--- src/rtl/reservation_station_bank_if.sv ---
// Dispatch / CDB / issue bundle for reservation_station_bank.
//   master : the dispatch stage, CDB and FU side (drives loads, broadcasts and acks)
//   slave  : the reservation station bank (drives availability and the issue offer)
// Operand fields hold a value when *_valid=1, otherwise the low TAG_BITS hold
// the ROB tag of the producing instruction.
`ifndef ROB_TAG_BITS
`define ROB_TAG_BITS 5
`endif

interface reservation_station_bank_if #(
  parameter int RS_DEPTH = 4,
  parameter int XLEN     = 32,
  parameter int TAG_BITS = `ROB_TAG_BITS,
  parameter int ALU_W    = 5
);
  localparam int IDX_W = $clog2(RS_DEPTH);
  localparam int CNT_W = IDX_W + 1;

  // dispatch
  logic                rs_load_in;
  logic [XLEN-1:0]     rs_npc_in;
  logic [XLEN-1:0]     rs_inst_in;
  logic [ALU_W-1:0]    rs_alu_func_in;
  logic [TAG_BITS-1:0] rs_rob_tag;
  logic [XLEN-1:0]     rs_opa_in;
  logic [XLEN-1:0]     rs_opb_in;
  logic                rs_opa_valid;
  logic                rs_opb_valid;
  // common data bus
  logic                rs_cdb_valid;
  logic [TAG_BITS-1:0] rs_cdb_tag;
  logic [XLEN-1:0]     rs_cdb_in;
  // control
  logic                rs_clear;
  logic                rs_issue_ack;
  // status / issue offer
  logic                rs_avail_out;
  logic [CNT_W-1:0]    rs_free_count;
  logic                rs_issue_valid;
  logic [IDX_W-1:0]    rs_issue_idx;
  logic [XLEN-1:0]     rs_opa_out;
  logic [XLEN-1:0]     rs_opb_out;
  logic [TAG_BITS-1:0] rs_tag_out;
  logic [ALU_W-1:0]    rs_alu_func_out;
  logic [XLEN-1:0]     rs_npc_out;
  logic [XLEN-1:0]     rs_inst_out;

  modport master (
    output rs_load_in, rs_npc_in, rs_inst_in, rs_alu_func_in, rs_rob_tag,
           rs_opa_in, rs_opb_in, rs_opa_valid, rs_opb_valid,
           rs_cdb_valid, rs_cdb_tag, rs_cdb_in, rs_clear, rs_issue_ack,
    input  rs_avail_out, rs_free_count, rs_issue_valid, rs_issue_idx,
           rs_opa_out, rs_opb_out, rs_tag_out, rs_alu_func_out, rs_npc_out, rs_inst_out
  );

  modport slave (
    input  rs_load_in, rs_npc_in, rs_inst_in, rs_alu_func_in, rs_rob_tag,
           rs_opa_in, rs_opb_in, rs_opa_valid, rs_opb_valid,
           rs_cdb_valid, rs_cdb_tag, rs_cdb_in, rs_clear, rs_issue_ack,
    output rs_avail_out, rs_free_count, rs_issue_valid, rs_issue_idx,
           rs_opa_out, rs_opb_out, rs_tag_out, rs_alu_func_out, rs_npc_out, rs_inst_out
  );
endinterface

--- src/rtl/reservation_station_bank.sv ---
// Multi-entry reservation station between dispatch/ROB and one ALU.
// Ports:
//   clock, reset   : clock and synchronous active-high reset
//   bus (slave)    : dispatch load, CDB broadcast, clear, issue offer/ack
// Entries capture operands at dispatch or from the CDB, wake when both are
// valid, and the oldest ready entry (largest age, lowest index on ties) is
// offered to the FU. All outputs come from registered state only.
`ifndef ROB_TAG_BITS
`define ROB_TAG_BITS 5
`endif

// One station slot: holds an instruction, snoops the CDB, ages while occupied.
module rs_entry_slot #(
  parameter int XLEN     = 32,
  parameter int TAG_BITS = 5,
  parameter int AGE_BITS = 4,
  parameter int ALU_W    = 5
) (
  input  logic                clock,
  input  logic                reset,
  input  logic                clear,
  input  logic                load,
  input  logic                free,
  input  logic [XLEN-1:0]     npc_in,
  input  logic [XLEN-1:0]     inst_in,
  input  logic [ALU_W-1:0]    func_in,
  input  logic [TAG_BITS-1:0] tag_in,
  input  logic [XLEN-1:0]     opa_in,
  input  logic [XLEN-1:0]     opb_in,
  input  logic                opa_v_in,
  input  logic                opb_v_in,
  input  logic                cdb_valid,
  input  logic [TAG_BITS-1:0] cdb_tag,
  input  logic [XLEN-1:0]     cdb_in,
  output logic                in_use,
  output logic                ready,
  output logic [AGE_BITS-1:0] age,
  output logic [XLEN-1:0]     opa,
  output logic [XLEN-1:0]     opb,
  output logic [XLEN-1:0]     npc,
  output logic [XLEN-1:0]     inst,
  output logic [TAG_BITS-1:0] tag,
  output logic [ALU_W-1:0]    func
);
  typedef struct packed {
    logic                in_use;
    logic                opa_v;
    logic                opb_v;
    logic [XLEN-1:0]     opa;
    logic [XLEN-1:0]     opb;
    logic [XLEN-1:0]     npc;
    logic [XLEN-1:0]     inst;
    logic [TAG_BITS-1:0] tag;
    logic [ALU_W-1:0]    func;
    logic [AGE_BITS-1:0] age;
  } ent_t;

  ent_t ent_q, ent_d;

  // stored-operand wakeup and dispatch-time bypass hits
  logic a_hit, b_hit, da_hit, db_hit;
  assign a_hit  = !ent_q.opa_v && cdb_valid && (ent_q.opa[TAG_BITS-1:0] == cdb_tag);
  assign b_hit  = !ent_q.opb_v && cdb_valid && (ent_q.opb[TAG_BITS-1:0] == cdb_tag);
  assign da_hit = !opa_v_in    && cdb_valid && (opa_in[TAG_BITS-1:0] == cdb_tag);
  assign db_hit = !opb_v_in    && cdb_valid && (opb_in[TAG_BITS-1:0] == cdb_tag);

  always_comb begin
    ent_d = ent_q;
    if (ent_q.in_use) begin
      if (a_hit) begin ent_d.opa = cdb_in; ent_d.opa_v = 1'b1; end
      if (b_hit) begin ent_d.opb = cdb_in; ent_d.opb_v = 1'b1; end
      if (ent_q.age != '1) ent_d.age = ent_q.age + 1'b1;
    end
    if (free) begin
      ent_d.in_use = 1'b0;
      ent_d.age    = '0;
    end
    // load only targets a slot that was free, so it never collides with free
    if (load) begin
      ent_d.in_use = 1'b1;
      ent_d.opa_v  = opa_v_in || da_hit;
      ent_d.opb_v  = opb_v_in || db_hit;
      ent_d.opa    = da_hit ? cdb_in : opa_in;
      ent_d.opb    = db_hit ? cdb_in : opb_in;
      ent_d.npc    = npc_in;
      ent_d.inst   = inst_in;
      ent_d.tag    = tag_in;
      ent_d.func   = func_in;
      ent_d.age    = '0;
    end
    if (clear) begin
      ent_d.in_use = 1'b0;
      ent_d.age    = '0;
    end
  end

  always_ff @(posedge clock) begin
    if (reset) ent_q <= '0;
    else       ent_q <= ent_d;
  end

  assign in_use = ent_q.in_use;
  assign ready  = ent_q.in_use && ent_q.opa_v && ent_q.opb_v;
  assign age    = ent_q.age;
  assign opa    = ent_q.opa;
  assign opb    = ent_q.opb;
  assign npc    = ent_q.npc;
  assign inst   = ent_q.inst;
  assign tag    = ent_q.tag;
  assign func   = ent_q.func;
endmodule

module reservation_station_bank #(
  parameter int RS_DEPTH = 4,
  parameter int XLEN     = 32,
  parameter int TAG_BITS = `ROB_TAG_BITS,
  parameter int AGE_BITS = 4,
  parameter int ALU_W    = 5
) (
  input logic clock,
  input logic reset,
  reservation_station_bank_if.slave bus
);
  localparam int IDX_W = $clog2(RS_DEPTH);
  localparam int CNT_W = IDX_W + 1;

  logic [RS_DEPTH-1:0]                in_use, ready, load_vec, free_vec;
  logic [RS_DEPTH-1:0][AGE_BITS-1:0]  age;
  logic [RS_DEPTH-1:0][XLEN-1:0]      opa, opb, npc, inst;
  logic [RS_DEPTH-1:0][TAG_BITS-1:0]  tag;
  logic [RS_DEPTH-1:0][ALU_W-1:0]     func;

  logic [CNT_W-1:0]    free_cnt;
  logic [IDX_W-1:0]    alloc_idx, sel_idx;
  logic [AGE_BITS-1:0] best_age;
  logic                sel_vld, load_fire, ack_fire;

  // free count and lowest free index (descending scan leaves the lowest)
  always_comb begin
    free_cnt  = '0;
    alloc_idx = '0;
    for (int i = RS_DEPTH - 1; i >= 0; i--) begin
      if (!in_use[i]) begin
        free_cnt  = free_cnt + 1'b1;
        alloc_idx = IDX_W'(i);
      end
    end
  end

  // oldest ready entry; strict '>' keeps the lowest index on equal ages
  always_comb begin
    sel_vld  = 1'b0;
    sel_idx  = '0;
    best_age = '0;
    for (int i = 0; i < RS_DEPTH; i++) begin
      if (ready[i] && (!sel_vld || age[i] > best_age)) begin
        sel_vld  = 1'b1;
        sel_idx  = IDX_W'(i);
        best_age = age[i];
      end
    end
  end

  assign load_fire = bus.rs_load_in && (free_cnt != '0);
  assign ack_fire  = bus.rs_issue_ack && sel_vld;

  // allocation uses start-of-cycle occupancy, so an acked slot is not reused
  // in the same cycle
  always_comb begin
    load_vec = '0;
    free_vec = '0;
    if (load_fire) load_vec[alloc_idx] = 1'b1;
    if (ack_fire)  free_vec[sel_idx]   = 1'b1;
  end

  for (genvar g = 0; g < RS_DEPTH; g++) begin : g_ent
    rs_entry_slot #(
      .XLEN(XLEN), .TAG_BITS(TAG_BITS), .AGE_BITS(AGE_BITS), .ALU_W(ALU_W)
    ) u_ent (
      .clock    (clock),
      .reset    (reset),
      .clear    (bus.rs_clear),
      .load     (load_vec[g]),
      .free     (free_vec[g]),
      .npc_in   (bus.rs_npc_in),
      .inst_in  (bus.rs_inst_in),
      .func_in  (bus.rs_alu_func_in),
      .tag_in   (bus.rs_rob_tag),
      .opa_in   (bus.rs_opa_in),
      .opb_in   (bus.rs_opb_in),
      .opa_v_in (bus.rs_opa_valid),
      .opb_v_in (bus.rs_opb_valid),
      .cdb_valid(bus.rs_cdb_valid),
      .cdb_tag  (bus.rs_cdb_tag),
      .cdb_in   (bus.rs_cdb_in),
      .in_use   (in_use[g]),
      .ready    (ready[g]),
      .age      (age[g]),
      .opa      (opa[g]),
      .opb      (opb[g]),
      .npc      (npc[g]),
      .inst     (inst[g]),
      .tag      (tag[g]),
      .func     (func[g])
    );
  end

  assign bus.rs_avail_out    = (free_cnt != '0);
  assign bus.rs_free_count   = free_cnt;
  assign bus.rs_issue_valid  = sel_vld;
  assign bus.rs_issue_idx    = sel_idx;
  assign bus.rs_opa_out      = sel_vld ? opa[sel_idx]  : '0;
  assign bus.rs_opb_out      = sel_vld ? opb[sel_idx]  : '0;
  assign bus.rs_tag_out      = sel_vld ? tag[sel_idx]  : '0;
  assign bus.rs_alu_func_out = sel_vld ? func[sel_idx] : '0;
  assign bus.rs_npc_out      = sel_vld ? npc[sel_idx]  : '0;
  assign bus.rs_inst_out     = sel_vld ? inst[sel_idx] : '0;
endmodule
--- src/flat_wrapper.sv ---
// flat-port wrapper written by rule: the top's interface ports become plain ports
module reservation_station_bank_flat 
#(
  parameter int RS_DEPTH = 4,
  parameter int XLEN     = 32,
  parameter int TAG_BITS = `ROB_TAG_BITS,
  parameter int AGE_BITS = 4,
  parameter int ALU_W    = 5
)
  (clock, reset, bus_rs_load_in, bus_rs_npc_in, bus_rs_inst_in, bus_rs_alu_func_in, bus_rs_rob_tag, bus_rs_opa_in, bus_rs_opb_in, bus_rs_opa_valid, bus_rs_opb_valid, bus_rs_cdb_valid, bus_rs_cdb_tag, bus_rs_cdb_in, bus_rs_clear, bus_rs_issue_ack, bus_rs_avail_out, bus_rs_free_count, bus_rs_issue_valid, bus_rs_issue_idx, bus_rs_opa_out, bus_rs_opb_out, bus_rs_tag_out, bus_rs_alu_func_out, bus_rs_npc_out, bus_rs_inst_out);
  reservation_station_bank_if #(.RS_DEPTH(RS_DEPTH), .XLEN(XLEN), .TAG_BITS(TAG_BITS), .ALU_W(ALU_W)) bus_i ();
  input logic clock;
  input logic reset;
  input wire logic [$bits(bus_i.rs_load_in)-1:0] bus_rs_load_in;
  input wire logic [$bits(bus_i.rs_npc_in)-1:0] bus_rs_npc_in;
  input wire logic [$bits(bus_i.rs_inst_in)-1:0] bus_rs_inst_in;
  input wire logic [$bits(bus_i.rs_alu_func_in)-1:0] bus_rs_alu_func_in;
  input wire logic [$bits(bus_i.rs_rob_tag)-1:0] bus_rs_rob_tag;
  input wire logic [$bits(bus_i.rs_opa_in)-1:0] bus_rs_opa_in;
  input wire logic [$bits(bus_i.rs_opb_in)-1:0] bus_rs_opb_in;
  input wire logic [$bits(bus_i.rs_opa_valid)-1:0] bus_rs_opa_valid;
  input wire logic [$bits(bus_i.rs_opb_valid)-1:0] bus_rs_opb_valid;
  input wire logic [$bits(bus_i.rs_cdb_valid)-1:0] bus_rs_cdb_valid;
  input wire logic [$bits(bus_i.rs_cdb_tag)-1:0] bus_rs_cdb_tag;
  input wire logic [$bits(bus_i.rs_cdb_in)-1:0] bus_rs_cdb_in;
  input wire logic [$bits(bus_i.rs_clear)-1:0] bus_rs_clear;
  input wire logic [$bits(bus_i.rs_issue_ack)-1:0] bus_rs_issue_ack;
  output wire logic [$bits(bus_i.rs_avail_out)-1:0] bus_rs_avail_out;
  output wire logic [$bits(bus_i.rs_free_count)-1:0] bus_rs_free_count;
  output wire logic [$bits(bus_i.rs_issue_valid)-1:0] bus_rs_issue_valid;
  output wire logic [$bits(bus_i.rs_issue_idx)-1:0] bus_rs_issue_idx;
  output wire logic [$bits(bus_i.rs_opa_out)-1:0] bus_rs_opa_out;
  output wire logic [$bits(bus_i.rs_opb_out)-1:0] bus_rs_opb_out;
  output wire logic [$bits(bus_i.rs_tag_out)-1:0] bus_rs_tag_out;
  output wire logic [$bits(bus_i.rs_alu_func_out)-1:0] bus_rs_alu_func_out;
  output wire logic [$bits(bus_i.rs_npc_out)-1:0] bus_rs_npc_out;
  output wire logic [$bits(bus_i.rs_inst_out)-1:0] bus_rs_inst_out;
  assign bus_i.rs_load_in = bus_rs_load_in;
  assign bus_i.rs_npc_in = bus_rs_npc_in;
  assign bus_i.rs_inst_in = bus_rs_inst_in;
  assign bus_i.rs_alu_func_in = bus_rs_alu_func_in;
  assign bus_i.rs_rob_tag = bus_rs_rob_tag;
  assign bus_i.rs_opa_in = bus_rs_opa_in;
  assign bus_i.rs_opb_in = bus_rs_opb_in;
  assign bus_i.rs_opa_valid = bus_rs_opa_valid;
  assign bus_i.rs_opb_valid = bus_rs_opb_valid;
  assign bus_i.rs_cdb_valid = bus_rs_cdb_valid;
  assign bus_i.rs_cdb_tag = bus_rs_cdb_tag;
  assign bus_i.rs_cdb_in = bus_rs_cdb_in;
  assign bus_i.rs_clear = bus_rs_clear;
  assign bus_i.rs_issue_ack = bus_rs_issue_ack;
  assign bus_rs_avail_out = bus_i.rs_avail_out;
  assign bus_rs_free_count = bus_i.rs_free_count;
  assign bus_rs_issue_valid = bus_i.rs_issue_valid;
  assign bus_rs_issue_idx = bus_i.rs_issue_idx;
  assign bus_rs_opa_out = bus_i.rs_opa_out;
  assign bus_rs_opb_out = bus_i.rs_opb_out;
  assign bus_rs_tag_out = bus_i.rs_tag_out;
  assign bus_rs_alu_func_out = bus_i.rs_alu_func_out;
  assign bus_rs_npc_out = bus_i.rs_npc_out;
  assign bus_rs_inst_out = bus_i.rs_inst_out;
  reservation_station_bank #(.RS_DEPTH(RS_DEPTH), .XLEN(XLEN), .TAG_BITS(TAG_BITS), .AGE_BITS(AGE_BITS), .ALU_W(ALU_W)) u_core (.clock(clock), .reset(reset), .bus(bus_i));
endmodule
--- config.mk ---
export PLATFORM = sky130hd
export DESIGN_NAME = reservation_station_bank_flat
export DESIGN_NICKNAME = d
export VERILOG_FILES = /design/src/rtl/reservation_station_bank_if.sv /design/src/rtl/reservation_station_bank.sv /design/src/flat_wrapper.sv
export SDC_FILE = /design/constraint.sdc
export NUM_CORES = 2
export LEC_CHECK = 0
export ABC_CLOCK_PERIOD_IN_PS = 7500
export BUFFER_PORTS_ARGS = -buffer_cell sky130_fd_sc_hd__buf_4
export CORE_MARGIN = 8
export CORE_UTILIZATION = 62
export DETAILED_ROUTE_END_ITERATION = 12
export PLACE_DENSITY = 0.82
export SETUP_SLACK_MARGIN = 0.02
export SYNTH_ARGS = -nofsm -noshare
export SYNTH_HDL_FRONTEND = slang
export SYNTH_HIERARCHICAL = 1
export SYNTH_SLANG_ARGS = --single-unit
export TNS_END_PERCENT = 20
--- constraint.sdc ---
create_clock -name clock -period 7.5 [get_ports clock]
set_clock_uncertainty 0.1 [all_clocks]
set_input_delay 0.75 -clock clock [delete_from_list [all_inputs] [get_ports clock]]
set_output_delay 0.75 -clock clock [all_outputs]
set_load 0.03 [all_outputs]
# Yosys cells after proc, flatten, opt, wreduce, memory -nomap -nowiden

Index checks and enable logic that the tools add are counted.

Bits in registers: 580
Input port bits: 183
Output and inout port bits: 145
Logic and storage cells: 239

Add/sub/neg operators: 7
$lt $le $gt $ge: 7
Equality and inequality tests: 14
Mux-type cells: 84
Reductions and logical operators: 87

Operators by type and width:

| operator                                                           | count |
|---|---|
| two-way mux 145 bit                                                | 4 |
| two-way mux 32 bit                                                 | 18 |
| two-way mux 66 bit                                                 | 4 |
| binary-select mux 32 bit (select 2 bit)                            | 4 |
| two-way mux 4 bit                                                  | 17 |
| equality test 5 bit                                                | 10 |
| logical AND 1 bit                                                  | 35 |
| nonzero test 2 bit                                                 | 16 |
| AND reduction 2 bit                                                | 12 |
| binary-select mux 5 bit (select 2 bit)                             | 2 |
| two-way mux 1 bit                                                  | 20 |
| two-way mux 5 bit                                                  | 4 |
| adder 4 x 1 -> 4 bit (second input constant)                       | 4 |
| inequality test 4 bit (second input constant)                      | 4 |
| OR reduction 4 bit                                                 | 4 |
| logical NOT 1 bit                                                  | 13 |
| greater-than comparator 4 bit                                      | 3 |
| two-way mux 2 bit                                                  | 6 |
| two-way mux 3 bit                                                  | 3 |
| adder 3 x 1 -> 3 bit (second input constant)                       | 2 |
| < comparator 2 x 3 -> 1 bit (second input constant)                | 2 |
| logical OR 1 bit                                                   | 5 |
| demux 1 bit (select 2 bit)                                         | 2 |
| greater-or-equal comparator 2 x 1 -> 1 bit (second input constant) | 2 |
| 3 further kinds                                                    | 3 |

# Longest topological paths before layout

Depth in word-level cells: 22
Mapped depth: 31
Mapped depth without buffers: 23

# Cells and area by module

The synthesis kept the hierarchy.

Modules (own cells, without submodules):

| module                   | times used | cells each | area an instance (µm²) | sequential area each (µm²) |
|---|---|---|---|---|
| rs_entry_slot            | 4          | 994        | 9,277.6                | 2,902.8 |
| reservation_station_bank | 1          | 971        | 5,502.8                | 0.0 |

# Worst setup path after synthesis

No wires, ideal clock.

Path kind: register -> output
Start point: register u_core.g_ent[0].u_ent.ent_q, in the netlist u_core/g_ent[0].u_ent/in_use
End point: output bus_rs_alu_func_out[1]
Data arrival time: 5.359 ns
Required time: 6.650 ns
Slack: 1.291 ns
Stages on the path, launching flop included: 28
Path buffers: 7
Cells stage by stage: dfxtp_1 -> and3_1 -> buf_4 -> nand2_1 -> ha_1 -> nor2b_1 -> o211a_1 -> o211ai_1 -> clkbuf_1 -> nand3_1 -> and2_1 -> ha_1 -> nand4_1 -> o21ai_2 -> a21o_1 -> buf_4 -> buf_2 -> nor2_1 -> a31o_2 -> ha_1 -> nor2b_1 -> o211ai_1 -> a21o_1 -> buf_2 -> buf_4 -> buf_2 -> nand3_1 -> nand4_1

Longest elaborated chain between the ends: 18
Elaborated cells between the ends (all ways): 27
Classes of those cells: order compare: 3; mux: 13; reduce/logical: 11

Ends and longest elaborated chain:

| element                                                                   | RTL line                        | text |
|---|---|---|
| from (decl)                                                               | reservation_station_bank.sv:58  | `ent_t ent_q, ent_d;` |
| from (signal assigned)                                                    | reservation_station_bank.sv:99  | `else ent_q <= ent_d;` |
| logical AND 1 bit (*) (2 in series)                                       | reservation_station_bank.sv:103 | `assign ready = ent_q.in_use && ent_q.opa_v && ent_q.opb_v;` |
| via u_core.ready[0]                                                       | reservation_station_bank.sv:127 | `logic [RS_DEPTH-1:0] in_use, ready, load_vec, free_vec;` |
| two-way mux 4 bit / two-way mux 1 bit (equally long branches)             | reservation_station_bank.sv:156 | `if (ready[i] && (!sel_vld \|\| age[i] > best_age)) begin` |
| greater-than comparator 4 bit / logical NOT 1 bit (equally long branches) | reservation_station_bank.sv:156 |  |
| logical OR 1 bit                                                          | reservation_station_bank.sv:156 |  |
| logical AND 1 bit                                                         | reservation_station_bank.sv:156 |  |
| two-way mux 4 bit / two-way mux 1 bit (equally long branches)             | reservation_station_bank.sv:156 |  |
| greater-than comparator 4 bit / logical NOT 1 bit (equally long branches) | reservation_station_bank.sv:156 |  |
| [... 2 more ...]                                                          | n/a                             |  |
| two-way mux 4 bit / two-way mux 1 bit (equally long branches)             | reservation_station_bank.sv:156 |  |
| greater-than comparator 4 bit / logical NOT 1 bit (equally long branches) | reservation_station_bank.sv:156 |  |
| logical OR 1 bit                                                          | reservation_station_bank.sv:156 |  |
| logical AND 1 bit                                                         | reservation_station_bank.sv:156 |  |
| two-way mux 2 bit                                                         | reservation_station_bank.sv:156 |  |
| binary-select mux 5 bit (select 2 bit)                                    | reservation_station_bank.sv:215 | `assign bus.rs_alu_func_out = sel_vld ? func[sel_idx] : '0;` |
| two-way mux 5 bit (not written as such)                                   | reservation_station_bank.sv:215 |  |
| two-way mux 5 bit (*)                                                     | reservation_station_bank.sv:215 |  |
| to (decl)                                                                 | flat_wrapper.sv:35              | `output wire logic [$bits(bus_i.rs_alu_func_out)-1:0] bus_rs_alu_func_out;` |

The timed path passes the listed nets; every way through them passes the cells marked *. The select of a mux whose other input is x is not followed.

# Worst setup path after layout

Start point: register u_core/g_ent[0].u_ent/ent_q[143] (netlist bit)
End point: output bus_rs_opb_out[27]

Longest elaborated chain between the ends: 18
Elaborated cells between the ends (all ways): 27
Classes of those cells: order compare: 3; mux: 13; reduce/logical: 11

Ends and longest elaborated chain:

| element                                                                   | RTL line                        | text |
|---|---|---|
| logical AND 1 bit (*) (2 in series)                                       | reservation_station_bank.sv:103 |  |
| via u_core.ready[0]                                                       | reservation_station_bank.sv:127 |  |
| two-way mux 4 bit / two-way mux 1 bit (equally long branches)             | reservation_station_bank.sv:156 |  |
| greater-than comparator 4 bit / logical NOT 1 bit (equally long branches) | reservation_station_bank.sv:156 |  |
| logical OR 1 bit                                                          | reservation_station_bank.sv:156 |  |
| logical AND 1 bit                                                         | reservation_station_bank.sv:156 |  |
| two-way mux 4 bit / two-way mux 1 bit (equally long branches)             | reservation_station_bank.sv:156 |  |
| greater-than comparator 4 bit / logical NOT 1 bit (equally long branches) | reservation_station_bank.sv:156 |  |
| [... 2 more ...]                                                          | n/a                             |  |
| two-way mux 4 bit / two-way mux 1 bit (equally long branches)             | reservation_station_bank.sv:156 |  |
| greater-than comparator 4 bit / logical NOT 1 bit (equally long branches) | reservation_station_bank.sv:156 |  |
| logical OR 1 bit                                                          | reservation_station_bank.sv:156 |  |
| logical AND 1 bit                                                         | reservation_station_bank.sv:156 |  |
| two-way mux 2 bit                                                         | reservation_station_bank.sv:156 |  |
| binary-select mux 32 bit (select 2 bit)                                   | reservation_station_bank.sv:213 | `assign bus.rs_opb_out = sel_vld ? opb[sel_idx] : '0;` |
| two-way mux 32 bit (not written as such)                                  | reservation_station_bank.sv:213 |  |
| two-way mux 32 bit (*)                                                    | reservation_station_bank.sv:213 |  |
| to (decl)                                                                 | flat_wrapper.sv:33              | `output wire logic [$bits(bus_i.rs_opb_out)-1:0] bus_rs_opb_out;` |

Marked as above.

==> qor.yml <==
initial_core_util: 0.6235
synth_common_cells: "nand2_1, nor2_1, buf_4, dfxtp_1, a31oi_1"
nFillCells: 5567
r2r_setup_slack_ns: 1.07
pre_cts_ws_ns: 0.3358
synth_seq_cells: 580
outcome: "complete, no violations"
synth_largest_area_cell: "dfxtp_1"
tightest_slew_ns: 1.269
design.die.area_sq_um: 77380
gp_congestion: 0.9123
crit_path_max_fanout: 21
wl_per_cell_um: 25.39
reg2reg_to: "u_core/g_ent[2].u_ent/age[2]"
syn_avg_cell_area_sq_um: 8.614
syn_area_sq_um: 42610
wl_mm: 136.4
first_global_vias: 35225
multi_input_area_sq_um: 23510
clkSinkCount: 580
drv_cap: 0
endpoint_kind: "output pin"
via_per_inst: 6.825
areaGrowthSynthToFinish_pct: -1.069
stdcell_area_sq_um: 42160
cp-start-kind: "flop"
grt_most_used_layer: "met2"
met2_usage: 0.5011
p_total_mw: 7.688
rsz0062_at_grt: "false"
numCtsBuffers: 68
fp.dieH_um: 278.2
max_freq_mhz: 137.8
root_buffer: "clkbuf_16"
cts_hold_buf: 0
seq_area_sq_um: 11610
worstPathRequired_ns: 6.65
rr_worst_depth: 23
synth_enable_flop_cells: 0
synth-seq-area-share: 0.2725
cp-startpoint: "u_core/g_ent[0].u_ent/ent_q[143]"
fp.dieW_um: 278.2
ctsHtreeMaxLevel: 3
hp-class: "primary input to flop"
grtUsageMet1: 0.4078
synth_nets: 5150
track_usage: 0.3279
rows: 96
min_from: "bus_rs_clear"
ys_async_sr_fraction: 0
synth_most_common_cell: "nand2_1"
synth_area_leaders: "dfxtp_1, buf_4, a311oi_2"
grt.overflow.total: 0
vias: 36665
grt_pass1_wl_mm: 204.6
vdd_ir_drop_max_mv: 0.1336
drc_errors: 0
synth_cell_types: 63
hold_ws_ns: 0.3034
use_met3: 0.09908
clkTransAtPathRegs_ns: 0.06
first_iter_violations: 4876
ys.flop_type: "dfxtp_1"
final_antenna_net_count: 0
final.period_utilization: 0.9678
nets: 4628
drive_gt1_frac: 0.2401
relSlewSlack: 0.1538
synth_top_area_frac: 0.2725
period_minus_slack_ns: 7.259
placed_area_sq_um: 39790
hold_violations: 0
yosys_warnings: 6
reg2reg_from: "u_core/g_ent[0].u_ent/ent_q[143]"
setup_ws_ns: 0.2414
powerDensity_nw_per_um2: 182.4
min_to: "u_core/g_ent[2].u_ent/in_use"
port_buffers: 327
fin_setup_tns_ns: 0
finalMaxSlewViolations: 0
core_sq_um: 68350
cts_tree: "yes"
whs_path_depth: 2
firstDrtPassIters: 9
arrival_ns: 6.41
setup_viol: 0
criticalPathCategory: "flop to output pin"
num_io_pins: 328
synth_cells: 4947
worst_skew_pair.late_latency_ns: 0.62
cts_max_path_buffers: 3
p_leak_nw: 14.71
hpwl_mm: 76.85
antenna_found_initial: 15
grt_max_degree: 173
[final cells by class]
cell class                      instances  area share
Clock buffer                           98     0.04683
Sequential cell                       580      0.2754
Timing Repair Buffer                  405     0.07506
Tap cell                              882     0.02618
Antenna cell                           13   0.0007717
Multi-Input combinational cell       3232      0.5575
Inverter                              138     0.01229
Clock inverter                         24    0.005906
[power breakdown]
group	leakage [nW]	internal, mW	switching [mW]	total (mW)
clock network	1.11	1.92	1.42	3.34
logic	8.89	0.390	0.723	1.11
registers	4.71	3.18	0.0591	3.24
[per-stage QoR]
stage,utilization,cells
after floorplan,-,4947
after global placement,0.5822,5230
after detailed placement,0.5822,5230
after CTS,0.6153,5354
after global routing,0.6166,5365
final,0.6168,5372
[logic make-up after synthesis]
kind of cell / count (synthesis) / synth area share
AO/OA/AOI/OAI: 756 / 0.1700
flip-flops: 580 / 0.2725
multiplexers: 553 / 0.1575
adder cells (fa/ha/maj): 20 / 0.005872
AND/OR/NAND/NOR: 1834 / 0.1976
XOR/XNOR: 67 / 0.01377
buffers and inverters: 1137 / 0.1828
[worst max-delay path by stage]
stage	endpoint	slack (ns)	cells after the start
floorplan	bus_rs_alu_func_out[1]	1.29	27
global placement	bus_rs_opb_out[27]	0.50	22
detailed placement	bus_rs_opb_out[27]	0.34	22
CTS	bus_rs_opb_out[27]	0.02	20
global route	bus_rs_opb_out[27]	0.01	22
finish	bus_rs_opb_out[27]	0.24	22
[repair_timing]
action / 4_1_cts / 5_1_grt
pin swaps: 1 / 2
cloned: 1 / 2
endpoints found under the setup margin: 118 / 140
setup buffers: 1 / 3
gates resized for setup: 3 / 5
[placed cells by master (no fill, tap or decap), types with 5 or more instances in the layout]
master,n
a311oi_1,28
xor2_1,36
mux2_2,29
ha_1,20
nand2b_1,13
diode_2,13
nand4_1,260
a311oi_2,228
clkbuf_8,16
nor2b_1,24
nand2_1,676
a41o_2,8
xnor2_1,31
o221ai_2,12
inv_1,134
a21oi_1,25
dfxtp_1,580
o21ai_4,5
and2b_1,112
nand3_1,102
clkbuf_16,69
clkbuf_1,14
mux2_4,228
a31oi_1,309
nor2_1,586
clkinv_2,14
buf_12,6
o221ai_1,40
mux2i_1,296
a211oi_1,56
clkinv_8,5
buf_4,395
nor3_1,26
[per-layer routing]
layer | up-vias | part of all wire
met4 | 10 | 0.060
met3 | 666 | 0.13
met2 | 2614 | 0.43
li1 | 15954 | -
met1 | 17421 | 0.38
met5 | - | 0.00045
[flip-flops by register name (all words and copies together), names as in the netlist, 8 cells and up]
name	cells
u_core/g_ent.u_ent/tag	20
u_core/g_ent.u_ent/func	20
u_core/g_ent.u_ent/opb	128
u_core/g_ent.u_ent/npc	128
u_core/g_ent.u_ent/opa	128
u_core/g_ent.u_ent/ent_q	8
u_core/g_ent.u_ent/inst	128
u_core/g_ent.u_ent/age	16
[worst max-delay path, cell delays in order (launching register included)]
cell,delay [ns]
dfxtp_1,0.38
and3_2,0.32
nand2_1,0.08
ha_1,0.28
nor2b_1,0.14
o211a_1,0.23
o211ai_1,0.16
buf_4,0.16
nand3_1,0.09
and2_1,0.17
ha_1,0.37
a211oi_4,0.43
a21o_4,0.35
nor2_1,0.08
a31o_2,0.23
ha_1,0.36
nand4_1,0.17
a21oi_1,0.36
a21o_4,0.20
nand3_4,0.28
buf_6,0.35
o221ai_2,0.32
buf_4,0.24
Power figures use the tool's default switching activity.
